==> config.mk <==
export PLATFORM = sky130hd
export DESIGN_NAME = device_cmd_dispatcher
export DESIGN_NICKNAME = d
export VERILOG_FILES = /design/src/rtl/device_cmd_dispatcher.sv
export SDC_FILE = /design/constraint.sdc
export NUM_CORES = 1
export LEC_CHECK = 0
export CAP_MARGIN = 10
export CORE_UTILIZATION = 40
export DETAILED_ROUTE_END_ITERATION = 16
export PLACE_DENSITY = 0.75
export SLEW_MARGIN = 5
export SYNTH_ARGS = -nofsm -noshare
export SYNTH_HDL_FRONTEND = slang
export SYNTH_SLANG_ARGS = --single-unit
==> constraint.sdc <==
create_clock -name clk -period 2.8 [get_ports clk]
set_input_delay 0.7 -clock clk [delete_from_list [all_inputs] [get_ports clk]]
set_output_delay 0.7 -clock clk [all_outputs]
set_load 0.01 [all_outputs]
==> src/rtl/device_cmd_dispatcher.sv <==
`default_nettype none
// ============================================================================
// Module   : device_cmd_dispatcher
// Purpose  : Pulls 32-bit command words from the command FIFO, decodes the
//            target device slot, drives the shared device bus (op/addr/data),
//            pulses that slot's chip-select and waits for its ready with a
//            bounded timeout. ADC readbacks and error words are pushed into
//            the result FIFO.
// Ports    : clk, rst_n            - clock, async active-low reset
//            en                    - level enable (checked only in IDLE)
//            cmd_empty/cmd_rd/cmd_data - command FIFO read side
//            dev_cs/dev_rdy        - per-slot chip-select pulse / ready
//            dev_op/dev_addr/dev_data - latched shared device bus
//            adc_data              - ADC conversion result
//            res_wr/res_data/res_full - result FIFO write side
//            busy, err             - status (err is sticky until reset)
// Revision : 1.0 - initial release
// ============================================================================
module device_cmd_dispatcher #(
  parameter int N_DEV   = 7,
  parameter int TIMEOUT = 50000,
  parameter int ADC_DEV = 1
) (
  input  logic             clk,
  input  logic             rst_n,
  input  logic             en,
  input  logic             cmd_empty,
  output logic             cmd_rd,
  input  logic [31:0]      cmd_data,
  output logic [N_DEV-1:0] dev_cs,
  input  logic [N_DEV-1:0] dev_rdy,
  output logic [3:0]       dev_op,
  output logic [7:0]       dev_addr,
  output logic [15:0]      dev_data,
  input  logic [13:0]      adc_data,
  output logic             res_wr,
  output logic [15:0]      res_data,
  input  logic             res_full,
  output logic             busy,
  output logic             err
);

  localparam logic [15:0] CNT_LIMIT = 16'(TIMEOUT - 1);

  localparam logic [3:0] CODE_WAIT_TO  = 4'd1;
  localparam logic [3:0] CODE_BAD_DEV  = 4'd2;
  localparam logic [3:0] CODE_ISSUE_TO = 4'd3;

  typedef enum logic [2:0] {
    S_IDLE   = 3'd0,
    S_FETCH  = 3'd1,
    S_LATCH  = 3'd2,
    S_ISSUE  = 3'd3,
    S_WAIT   = 3'd4,
    S_DONE   = 3'd5,
    S_RESULT = 3'd6,
    S_ERR    = 3'd7
  } state_t;

  state_t      state_q, state_d;
  logic [3:0]  op_q, op_d;
  logic [7:0]  addr_q, addr_d;
  logic [15:0] data_q, data_d;
  logic [3:0]  dev_q, dev_d;
  logic [3:0]  code_q, code_d;
  logic [15:0] cnt_q, cnt_d;
  logic        err_q, err_d;

  logic [N_DEV-1:0] sel;
  logic             sel_rdy;
  logic [15:0]      cnt_inc;
  logic             cnt_at_limit;

  // One-hot decode of the latched slot; only meaningful once dev_q < N_DEV.
  always_comb begin
    sel = '0;
    for (int i = 0; i < N_DEV; i++) begin
      sel[i] = (dev_q == 4'(i));
    end
  end

  assign sel_rdy      = |(sel & dev_rdy);
  assign cnt_inc      = (cnt_q == 16'hFFFF) ? cnt_q : cnt_q + 16'd1;
  assign cnt_at_limit = (cnt_q >= CNT_LIMIT);

  always_comb begin
    state_d  = state_q;
    op_d     = op_q;
    addr_d   = addr_q;
    data_d   = data_q;
    dev_d    = dev_q;
    code_d   = code_q;
    cnt_d    = cnt_q;
    err_d    = err_q;
    cmd_rd   = 1'b0;
    dev_cs   = '0;
    res_wr   = 1'b0;
    res_data = 16'h0000;

    case (state_q)
      S_IDLE: begin
        if (en && !cmd_empty) state_d = S_FETCH;
      end

      S_FETCH: begin
        // Gate on !cmd_empty so the strobe can never underflow the FIFO.
        if (!cmd_empty) begin
          cmd_rd  = 1'b1;
          state_d = S_LATCH;
        end else begin
          state_d = S_IDLE;
        end
      end

      S_LATCH: begin
        dev_d  = cmd_data[3:0];
        op_d   = cmd_data[7:4];
        addr_d = cmd_data[15:8];
        data_d = cmd_data[31:16];
        if (cmd_data[3:0] == 4'd0) begin
          state_d = S_IDLE;
        end else if ({28'd0, cmd_data[3:0]} >= 32'(N_DEV)) begin
          code_d  = CODE_BAD_DEV;
          state_d = S_ERR;
        end else begin
          state_d = S_ISSUE;
        end
      end

      S_ISSUE: begin
        if (sel_rdy) begin
          dev_cs  = sel;
          cnt_d   = 16'd0;
          state_d = S_WAIT;
        end else if (cnt_at_limit) begin
          code_d  = CODE_ISSUE_TO;
          state_d = S_ERR;
        end else begin
          cnt_d = cnt_inc;
        end
      end

      S_WAIT: begin
        // cnt_q == 0 is the first WAIT cycle: the device has not yet had a
        // chance to drop ready after the chip-select, so ignore it.
        if ((cnt_q != 16'd0) && sel_rdy) begin
          state_d = S_DONE;
        end else if (cnt_at_limit) begin
          code_d  = CODE_WAIT_TO;
          state_d = S_ERR;
        end else begin
          cnt_d = cnt_inc;
        end
      end

      S_DONE: begin
        if ((dev_q == 4'(ADC_DEV)) && op_q[3]) state_d = S_RESULT;
        else                                   state_d = S_IDLE;
      end

      S_RESULT: begin
        if (!res_full) begin
          res_wr   = 1'b1;
          res_data = {2'b00, adc_data};
          state_d  = S_IDLE;
        end
      end

      S_ERR: begin
        err_d = 1'b1;
        if (!res_full) begin
          res_wr   = 1'b1;
          res_data = {4'hE, code_q, 4'h0, dev_q};
          state_d  = S_IDLE;
        end
      end

      default: state_d = S_IDLE;
    endcase

    if (state_d == S_IDLE) cnt_d = 16'd0;
  end

  always_ff @(posedge clk or negedge rst_n) begin
    if (!rst_n) begin
      state_q <= S_IDLE;
      op_q    <= 4'd0;
      addr_q  <= 8'd0;
      data_q  <= 16'd0;
      dev_q   <= 4'd0;
      code_q  <= 4'd0;
      cnt_q   <= 16'd0;
      err_q   <= 1'b0;
    end else begin
      state_q <= state_d;
      op_q    <= op_d;
      addr_q  <= addr_d;
      data_q  <= data_d;
      dev_q   <= dev_d;
      code_q  <= code_d;
      cnt_q   <= cnt_d;
      err_q   <= err_d;
    end
  end

  assign dev_op   = op_q;
  assign dev_addr = addr_q;
  assign dev_data = data_q;
  assign busy     = (state_q != S_IDLE);
  assign err      = err_q;

endmodule
`default_nettype wire

==> key figures, run 1 <==
Critical path
  – Worst Path Arrival: 2310 ps
  – Endpoint class of the critical path: output pin
  – Critical path class: reg2out
  – CP Max Fanout: 4
  – Setup crit start kind: flip-flop
  – CP required: 2100 ps

Synth
  – Seq/Total Area, Yosys: 44.55%
  – Distinct cells, synth: 59
  – Asr flop ratio synth: 100.0%
  – Ys Warns: 0
  – Mapped cell area: 0.003033 mm^2
  – Flops & latches, synth: 54
  – Post-Synthesis Cells: 288
  – Mapped Avg Cell Area: 10.53 um^2
  – Synth Flop Type: dfrtp_1
  – Post-synth EDFFs: 0
  – Post-Syn Nets: 348

STA
  – Slew Viols, Final: 0
  – Headroom to the max-slew limit: 60.61%
  – Measured slew at the worst slew-check pin: 590.9 ps
  – Fin crit period: 3007 ps
  – Hold slack: 385.1 ps
  – Setup WS post-layout: -207.3 ps
  – Max Clk Rate: 332.5 MHz
  – TNS Setup: -773.5 ps
  – Final period util: 107.4%
  – RSZ-0062 raised after global routing: true
  – Layout Skew: 12.17 ps
  – Final Hold Fails: 0
  – Final setup viols: 5

Layout
  – Design area: 0.004647 mm^2
  – Final Instance Count excl. Fillers: 536
  – Nets@finish: 496
  – Share of cells above drive strength 1: 29.52%
  – P&R area growth vs syn: 53.22%
  – Most frequent cells in the layout: 81 x clkdlybuf4s50_1, 54 x dfrtp_1, 42 x buf_4
  – N_diodes: 0
  – Commonest non-fill, non-tap cell in the layout: clkdlybuf4s50_1
  – Fin util: 63.73%

Placement
  – Dpl cells: 518
  – Routability congestion estimate: 0.8421
  – Placed cell area: 0.004473 mm^2
  – Port Buf Inserts: 112
  – Dpl ws: -1008 ps
  – Post-detail-place hpwl: 6141 um

Clocking
  – CTS H-Tree Depth: 2
  – CTS clock-pin slew for the worst setup and hold paths: 110 ps
  – CTS tree: built
  – Clk root buf: clkbuf_8
  – Clock Sinks: 54
  – CTS Buffer Depth: 2
  – CTS Buf Count: 5
  – Clk_lat worst skew: 310 ps

Power and ir drop
  – Pwr dens: 881.8 mW/mm^2
  – Leakage power: 1.998 nW
  – P_sw: 1.534 mW
  – Clk pwr share: 11.3%
  – Tot Pwr: 4.098 mW
  – Worst vdd ir: 552.6 uV
  – Switching share of power: 37.44%
  – Combinational share of power: 58.5%
  – Sequential fraction of design power: 30.2%
  – Pint: 2.564 mW

Detailed routing
  – Antenna viol nets, final: 0
  – Via Count: 2845
  – Pre-antenna DRT Iters: 4
  – Routed vias/inst: 5.308
  – Wire per inst: 15.43 um
  – DR DRC count: 0
  – WL final: 8268 um
  – Initial DRC Count: 140

Floorplan
  – Die height: 89.08 um
  – I/O pin total: 113
  – CORE AREA: 0.007292 mm^2
  – Starting Density: 41.59%
  – DIE AREA: 0.007934 mm^2
  – Rows: 31
  – Horiz. Die Dim: 89.08 um

Outcome
  – Status: finished with violations
  – Failing checks: setup timing

Global route
  – Initial antenna violation count: 0
  – GRT Total Usage: 21.57%
  – Vias in the first global route: 2746
  – Pin count of the biggest net entering global routing: 35
  – First-pass GRT wire length: 13400 um
  – GR Overflow Total: 0

Worst hold path
  – Worst hold path class: in2async

Flow run
  – Maxcap violations: 0
-- critical path: stages (launching register included) --
cell and delay, ps:
dfrtp_1 440, or3b_1 400, a211oi_2 230, or3_4 180
nand2_4 40, or3_4 420, nor3_4 120, buf_2 150
-- synth_stat cells (3+ instances only) --
master,instances,area share (%)
nand4_1,4,0.82
clkbuf_1,5,0.62
nand3_1,12,2.0
or3_1,4,0.82
nand2_1,16,2.0
mux2i_1,8,2.6
a41oi_1,3,0.87
nor4_1,3,0.62
mux2_2,31,12
a211oi_1,4,0.99
nand2b_1,4,0.82
nor3_1,9,1.5
buf_4,6,1.5
a21oi_1,16,2.6
inv_1,9,1.1
o31ai_1,3,0.74
and2_1,7,1.4
dfrtp_1,54,45
a311oi_1,3,0.87
a31oi_1,5,1.0
o21ai_0,5,0.82
nor2_1,30,3.7
-- layer usage --
metal  GRT usage (%)  up-vias  wire length (um)
met1           29.24     1415              3645
met3           3.970        6               401
met5               0        -                 0
met2           35.94       69              4153
li1                -     1355                 -
met4           5.483        0                68
-- cells by family after synthesis --
kind of cell / count (synthesis) / synth area share [%]
flip-flops: 54 / 44.55
buffers and inverters: 24 / 4.579
XOR/XNOR: 3 / 0.8665
AND/OR/NAND/NOR: 109 / 21.08
adder cells (fa/ha/maj): 2 / 0.8250
AO/OA/AOI/OAI: 57 / 13.94
multiplexers: 39 / 14.15
-- flip-flops by register name, summed over array words and instances (netlist names) --
register / count
dev_addr: 8
err: 1
cnt_q: 16
dev_q: 4
code_q: 2
dev_data: 16
state_q: 3
dev_op: 4
-- cell type report --
type | instances | area [um^2]
Clock buffer | 5 | 68.82
Clock inverter | 3 | 28.78
Fill cell | 642 | 2645
Inverter | 9 | 33.78
Multi-Input combinational cell | 210 | 1634
Sequential cell | 54 | 1351
Tap cell | 99 | 123.9
Timing Repair Buffer | 156 | 1406
-- repair_timing --
| action | 4_1_cts | 5_1_grt |
|---|---|---|
| pin swaps | 10 | 4 |
| setup buffers | 5 | 5 |
| setup endpoints to repair | 23 | 13 |
| hold buffers | 0 | 0 |
| endpoints found under the hold margin | 0 | 0 |
| gates resized for setup | 59 | 18 |
-- power groups by stage --
stage	Sequential (mW)	Clock (mW)	Combinational, mW
2_1_floorplan	1.34	0	1.14
3_3_place_gp	1.23	0	2.26
3_5_place_dp	1.25	0	2.29
4_1_cts	1.23	0.474	2.35
5_1_grt	1.28	0.508	2.56
6_report	1.24	0.463	2.40
-- path summary, 6_finish.rpt --
kind	startpoint	end	slack, ps	depth (start not counted)
setup / recovery	dev_q[0]	dev_cs[0]	-210	7
hold / removal	rst_n	dev_data[4]	390	1
setup reg to reg	dev_q[0]	cnt_q[11]	330	10
hold reg to reg	err	err	490	1
max in group asynchronous	rst_n	dev_q[3]	1830	2
min in group clk	err	err	490	1
(Power assumes the default switching activity.)
==> run 2, diff against run 1 <==
Settings changed: GPL_ROUTABILITY_DRIVEN set to 0.
==> run 2 against run 1 <==
  * The flow still finishes with violations (setup timing)
  * Wire length increased by 1.5%
  * Critical path depth increased by 1
  * Final cell count decreased by 0.37%
  * Non-clock buffer count decreased by 2
  * Via count decreased by 0.88%
  * Hold slack got worse by 11 ps
  * Maximum frequency about the same
  * Count of clock-buffer cells in the layout unchanged
  * Clock skew decreased by 7.1 ps
  * Global-route usage increased by 0.78 points
  * Largest cell class unchanged
  * Highest routed layer unchanged
==> key figures, run 2 (synthesis results as in run 1) <==
Layout
  – P&R area growth vs syn: 52.89%
  – N_diodes: 0
  – # fillers: 631
  – Nets@finish: 494
  – Share of cells above drive strength 1: 29.20%
  – Fin util: 63.59%
  – Commonest non-fill, non-tap cell in the layout: clkdlybuf4s50_1
  – Most frequent cells in the layout: 80 x clkdlybuf4s50_1, 54 x dfrtp_1, 40 x buf_4

STA
  – Slew Viols, Final: 0
  – Measured slew at the worst slew-check pin: 613.1 ps
  – RSZ-0062 raised after global routing: true
  – Layout Skew: 5.064 ps
  – TNS Setup: -774.2 ps
  – Final setup viols: 6
  – Fin crit period: 3007 ps
  – Setup WS post-layout: -206.8 ps
  – Max Clk Rate: 332.6 MHz
  – Final period util: 107.4%
  – Headroom to the max-slew limit: 58.93%
  – Final Hold Fails: 0

Placement
  – Port Buf Inserts: 112
  – Post-detail-place hpwl: 6362 um
  – Dpl ws: -978.6 ps

Clocking
  – Clk root buf: clkbuf_8
  – CTS Buf Count: 5
  – CTS H-Tree Depth: 2
  – CTS Buffer Depth: 2
  – Clock Sinks: 54
  – CTS clock-pin slew for the worst setup and hold paths: 100 ps
  – Clk_lat worst skew: 310 ps
  – CTS tree: built

Global route
  – First-pass GRT wire length: 13540 um
  – Pin count of the biggest net entering global routing: 35
  – GR Overflow Total: 0
  – GRT Total Usage: 22.35%
  – Initial antenna violation count: 0
  – Vias in the first global route: 2853

Detailed routing
  – Pre-antenna DRT Iters: 4
  – Wire per inst: 15.72 um
  – Initial DRC Count: 217
  – Antenna viol nets, final: 0
  – Routed vias/inst: 5.281
  – Via Count: 2820
  – WL final: 8392 um
  – DR DRC count: 0

Floorplan
  – Horiz. Die Dim: 89.08 um
  – Starting Density: 41.59%
  – Rows: 31
  – DIE AREA: 0.007934 mm^2
  – Die height: 89.08 um
  – CORE AREA: 0.007292 mm^2
  – I/O pin total: 113

Critical path
  – CP required: 2100 ps
  – Critical Path Max Stage Delay: 420 ps
  – Reg2reg start: dev_q[0]
  – Endpoint class of the critical path: output pin
  – Critical path origin: dev_q[0]
  – Most used cell, CP: or3_4
  – CP Max Fanout: 4
  – Worst Path Arrival: 2310 ps
  – Crit-path cells: buf_6, mux2i_2, a2111oi_4, or3_4, nand2_4, or3_4, nor3_4, buf_2
  – Setup crit start kind: flip-flop
  – CP max-delay cell: dfrtp_1
  – Critical path class: reg2out

Outcome
  – Failing checks: setup timing
  – Status: finished with violations

Flow run
  – Maxcap violations: 0

Power and ir drop
  – Pwr dens: 886.2 mW/mm^2
  – Worst vdd ir: 536.8 uV
  – Tot Pwr: 4.109 mW
  – Leakage power: 1.998 nW

Worst hold path
  – Worst hold path class: in2async
[run 2: stage by stage]
step                area (um^2)  instances  hold slack [ps]
global route               4637        534            415.1
detailed placement         4476        520            458.9
floorplan                  3068        288            404.4
global placement           4476        520            455.1
finish                     4637        534            374.2
CTS                        4603        532            385.7
[run 2: final timing paths]
path / depth (start not counted) / to / slack, ps
hold / removal: 1 / dev_addr[3] / 370
hold reg to reg: 1 / err / 500
setup / recovery: 8 / dev_cs[0] / -210
min in group clk: 1 / err / 500
setup reg to reg: 9 / cnt_q[7] / 360
max in group asynchronous: 2 / cnt_q[5] / 1790
[run 2: power by group]
group	internal [mW]	switching, mW	leakage (nW)
combinational	1.31	1.10	1.27
sequential	1.06	0.170	0.674
clock	0.188	0.285	0.0506
total	2.55	1.56	2.00
[run 2: final cells by class]
cell class,count,area (um^2),area share [%]
multi-input combinational,210,1649,35.56
inverter,9,33.78,0.7285
timing repair buffer,154,1381,29.79
tap,99,123.9,2.671
sequential,54,1351,29.14
clock inverter,3,28.78,0.6206
clock buffer,5,68.82,1.484
[run 2: repair_timing]
| item | in CTS | in global routing |
|---|---|---|
| gates resized for setup | 64 | 14 |
| buffers inserted | 4 | 2 |
| pin swaps | 8 | 4 |
| endpoints found under the setup margin | 24 | 13 |
| hold endpoints to repair | 0 | 0 |
| hold buffers | 0 | 0 |
[run 2: routing by layer]
metal	GRT usage [%]	routed length (um)
met1	28.59	3613
met2	37.97	4142
met5	0	0
met3	5.725	527
met4	5.772	107
[run 2: worst max-delay path: cells and delay by family (launching register included)]
family                 cells  cell delay (ps)
and+or+nand+nor            4              750
DFF                        1              420
AOI/OAI and AO/OA          1              390
buffers and inverters      2              280
muxes                      1              160
==> run 3, diff against run 2 <==
Settings changed: CELL_PAD_IN_SITES_DETAIL_PLACEMENT set to 2, CELL_PAD_IN_SITES_GLOBAL_PLACEMENT set to 2, CORE_UTILIZATION 40 to 24.
==> run 3 against run 2 <==
  * Sequential cell count stayed put
  * Total power is 6.4% higher
  * Setup slack worse by 42 ps
  * The run still ends with setup timing left
  * Core utilization is 24 points lower
  * Highest routed layer unchanged
  * Largest cell class unchanged
  * Non-clock buffer count is 4 higher
==> key figures, run 3 (synthesis results as in run 1) <==
Critical path
  – CP Max Fanout: 4
  – Endpoint class of the critical path: output pin
  – Reg2reg path depth: 8
  – Worst Path Arrival: 2350 ps
  – Crit path capture: dev_cs[2]
  – CP required: 2100 ps
  – Critical path class: reg2out
  – FF-to-FF End: cnt_q[7]
  – Worst R2R Setup Slack: 350 ps
  – Critical path origin: dev_q[0]
  – Reg2reg start: cnt_q[0]
  – Setup crit start kind: flip-flop

Flow run
  – Maxcap violations: 0

Global route
  – First-pass GRT wire length: 16910 um
  – GRT Total Usage: 16.53%
  – GR Overflow Total: 0
  – Initial antenna violation count: 0
  – Pin count of the biggest net entering global routing: 35
  – Vias in the first global route: 3302

Power and ir drop
  – Leakage power: 2.040 nW
  – Pwr dens: 910.4 mW/mm^2
  – Worst vdd ir: 394.4 uV

Layout
  – Design area: 0.004802 mm^2
  – Nets@finish: 498
  – Most frequent cells in the layout: 80 x clkdlybuf4s50_1, 53 x dfrtp_1, 45 x buf_4
  – Share of cells above drive strength 1: 29.38%
  – Fin util: 39.49%
  – N_diodes: 0
  – Commonest non-fill, non-tap cell in the layout: clkdlybuf4s50_1
  – P&R area growth vs syn: 58.33%

Detailed routing
  – WL final: 10610 um
  – Pre-antenna DRT Iters: 4
  – Routed vias/inst: 4.796
  – Antenna viol nets, final: 0
  – DR DRC count: 0
  – Initial DRC Count: 56
  – DR WL met3: 490 um
  – Met2 WL: 5490 um
  – Via Count: 2911
  – Wire per inst: 17.47 um
  – Uppermost routed layer: met4
  – WL met1: 4490 um

Placement
  – Port Buf Inserts: 112
  – Placed cell area: 0.004577 mm^2
  – Dpl ws: -1042 ps
  – Post-detail-place hpwl: 7933 um

Worst hold path
  – Worst hold path class: in2async

STA
  – Slew Viols, Final: 0
  – Setup WS post-layout: -248.5 ps
  – Final setup viols: 5
  – Headroom to the max-slew limit: 64.55%
  – Final period util: 108.9%
  – Final Hold Fails: 0
  – RSZ-0062 raised after global routing: true
  – Max Clk Rate: 328.0 MHz
  – Layout Skew: 8.140 ps
  – Measured slew at the worst slew-check pin: 531.7 ps
  – Fin crit period: 3049 ps

Clocking
  – CTS tree: built
  – Clk root buf: clkbuf_16
  – CTS Buf Count: 5
  – Clock Sinks: 54
  – CTS H-Tree Depth: 2
  – CTS Buffer Depth: 2
  – CTS clock-pin slew for the worst setup and hold paths: 80 ps
  – Clk_lat worst skew: 300 ps

Floorplan
  – DIE AREA: 0.01309 mm^2
  – Horiz. Die Dim: 114.4 um
  – CORE AREA: 0.01216 mm^2
  – I/O pin total: 113
  – Rows: 40
  – Die height: 114.4 um
  – Starting Density: 24.94%

Outcome
  – Status: finished with violations
  – Failing checks: setup timing
## run 3: cell types whose count changed in the layout (fill, tap and decap cells not counted), moves of 2 or more
cell	delta
clkbuf_16	+5
clkbuf_2	-2
buf_4	+5
clkbuf_8	-5
## run 3: how the worst min path moves through the flow
stage,slack [ps],endpoint
6_report,380,cnt_q[0]
5_1_grt,420,cnt_q[0]
4_1_cts,400,cnt_q[0]
3_5_place_dp,460,err
3_3_place_gp,450,err
2_1_floorplan,400,cnt_q[0]
## run 3: cell type report
class                           count  area [um^2]
Fill cell                        1315         7360
Multi-Input combinational cell    210         1633
Timing Repair Buffer              158         1419
Sequential cell                    54         1353
Tap cell                          168        210.2
Clock buffer                        5        125.1
Inverter                            9        33.78
Clock inverter                      3        28.78
## run 3: layer usage
layer	GRT usage, %	vias up
met5	0	-
met2	30.22	74
met1	19.58	1469
met3	3.706	11
met4	3.896	0
li1	-	1357
## run 3: what timing repair did
action	in CTS	in global routing
hold buffers	0	0
endpoints found under the hold margin	0	0
setup buffers	4	4
resized for setup	62	9
endpoints found under the setup margin	25	8
pin swaps	9	7
## run 3: power breakdown
group / switching [mW] / internal [mW] / total [mW]
clock: 0.318 / 0.344 / 0.662
sequential: 0.199 / 1.06 / 1.26
combinational: 1.14 / 1.31 / 2.45
total: 1.66 / 2.71 / 4.37
## run 3: critical path, stage by stage (launching register included)
cell and delay, ps:
dfrtp_1 440, buf_6 140, mux2i_2 150, a2111oi_4 340, or3_4 210, nand2_4 40, or3_4 370, buf_4 160
nor2_2 70, buf_2 130
## run 3: stage by stage
stage          hold slack, ps  power, mW  instances  TNS, ps
2_1_floorplan           404.4      2.480        288   -186.4
3_3_place_gp            451.7      3.565        591    -7825
3_5_place_dp            458.7      3.627        591    -9003
4_1_cts                 397.1      4.396        603    -1183
5_1_grt                 422.0      4.631        607    -1606
6_report                375.6      4.372        607   -826.5
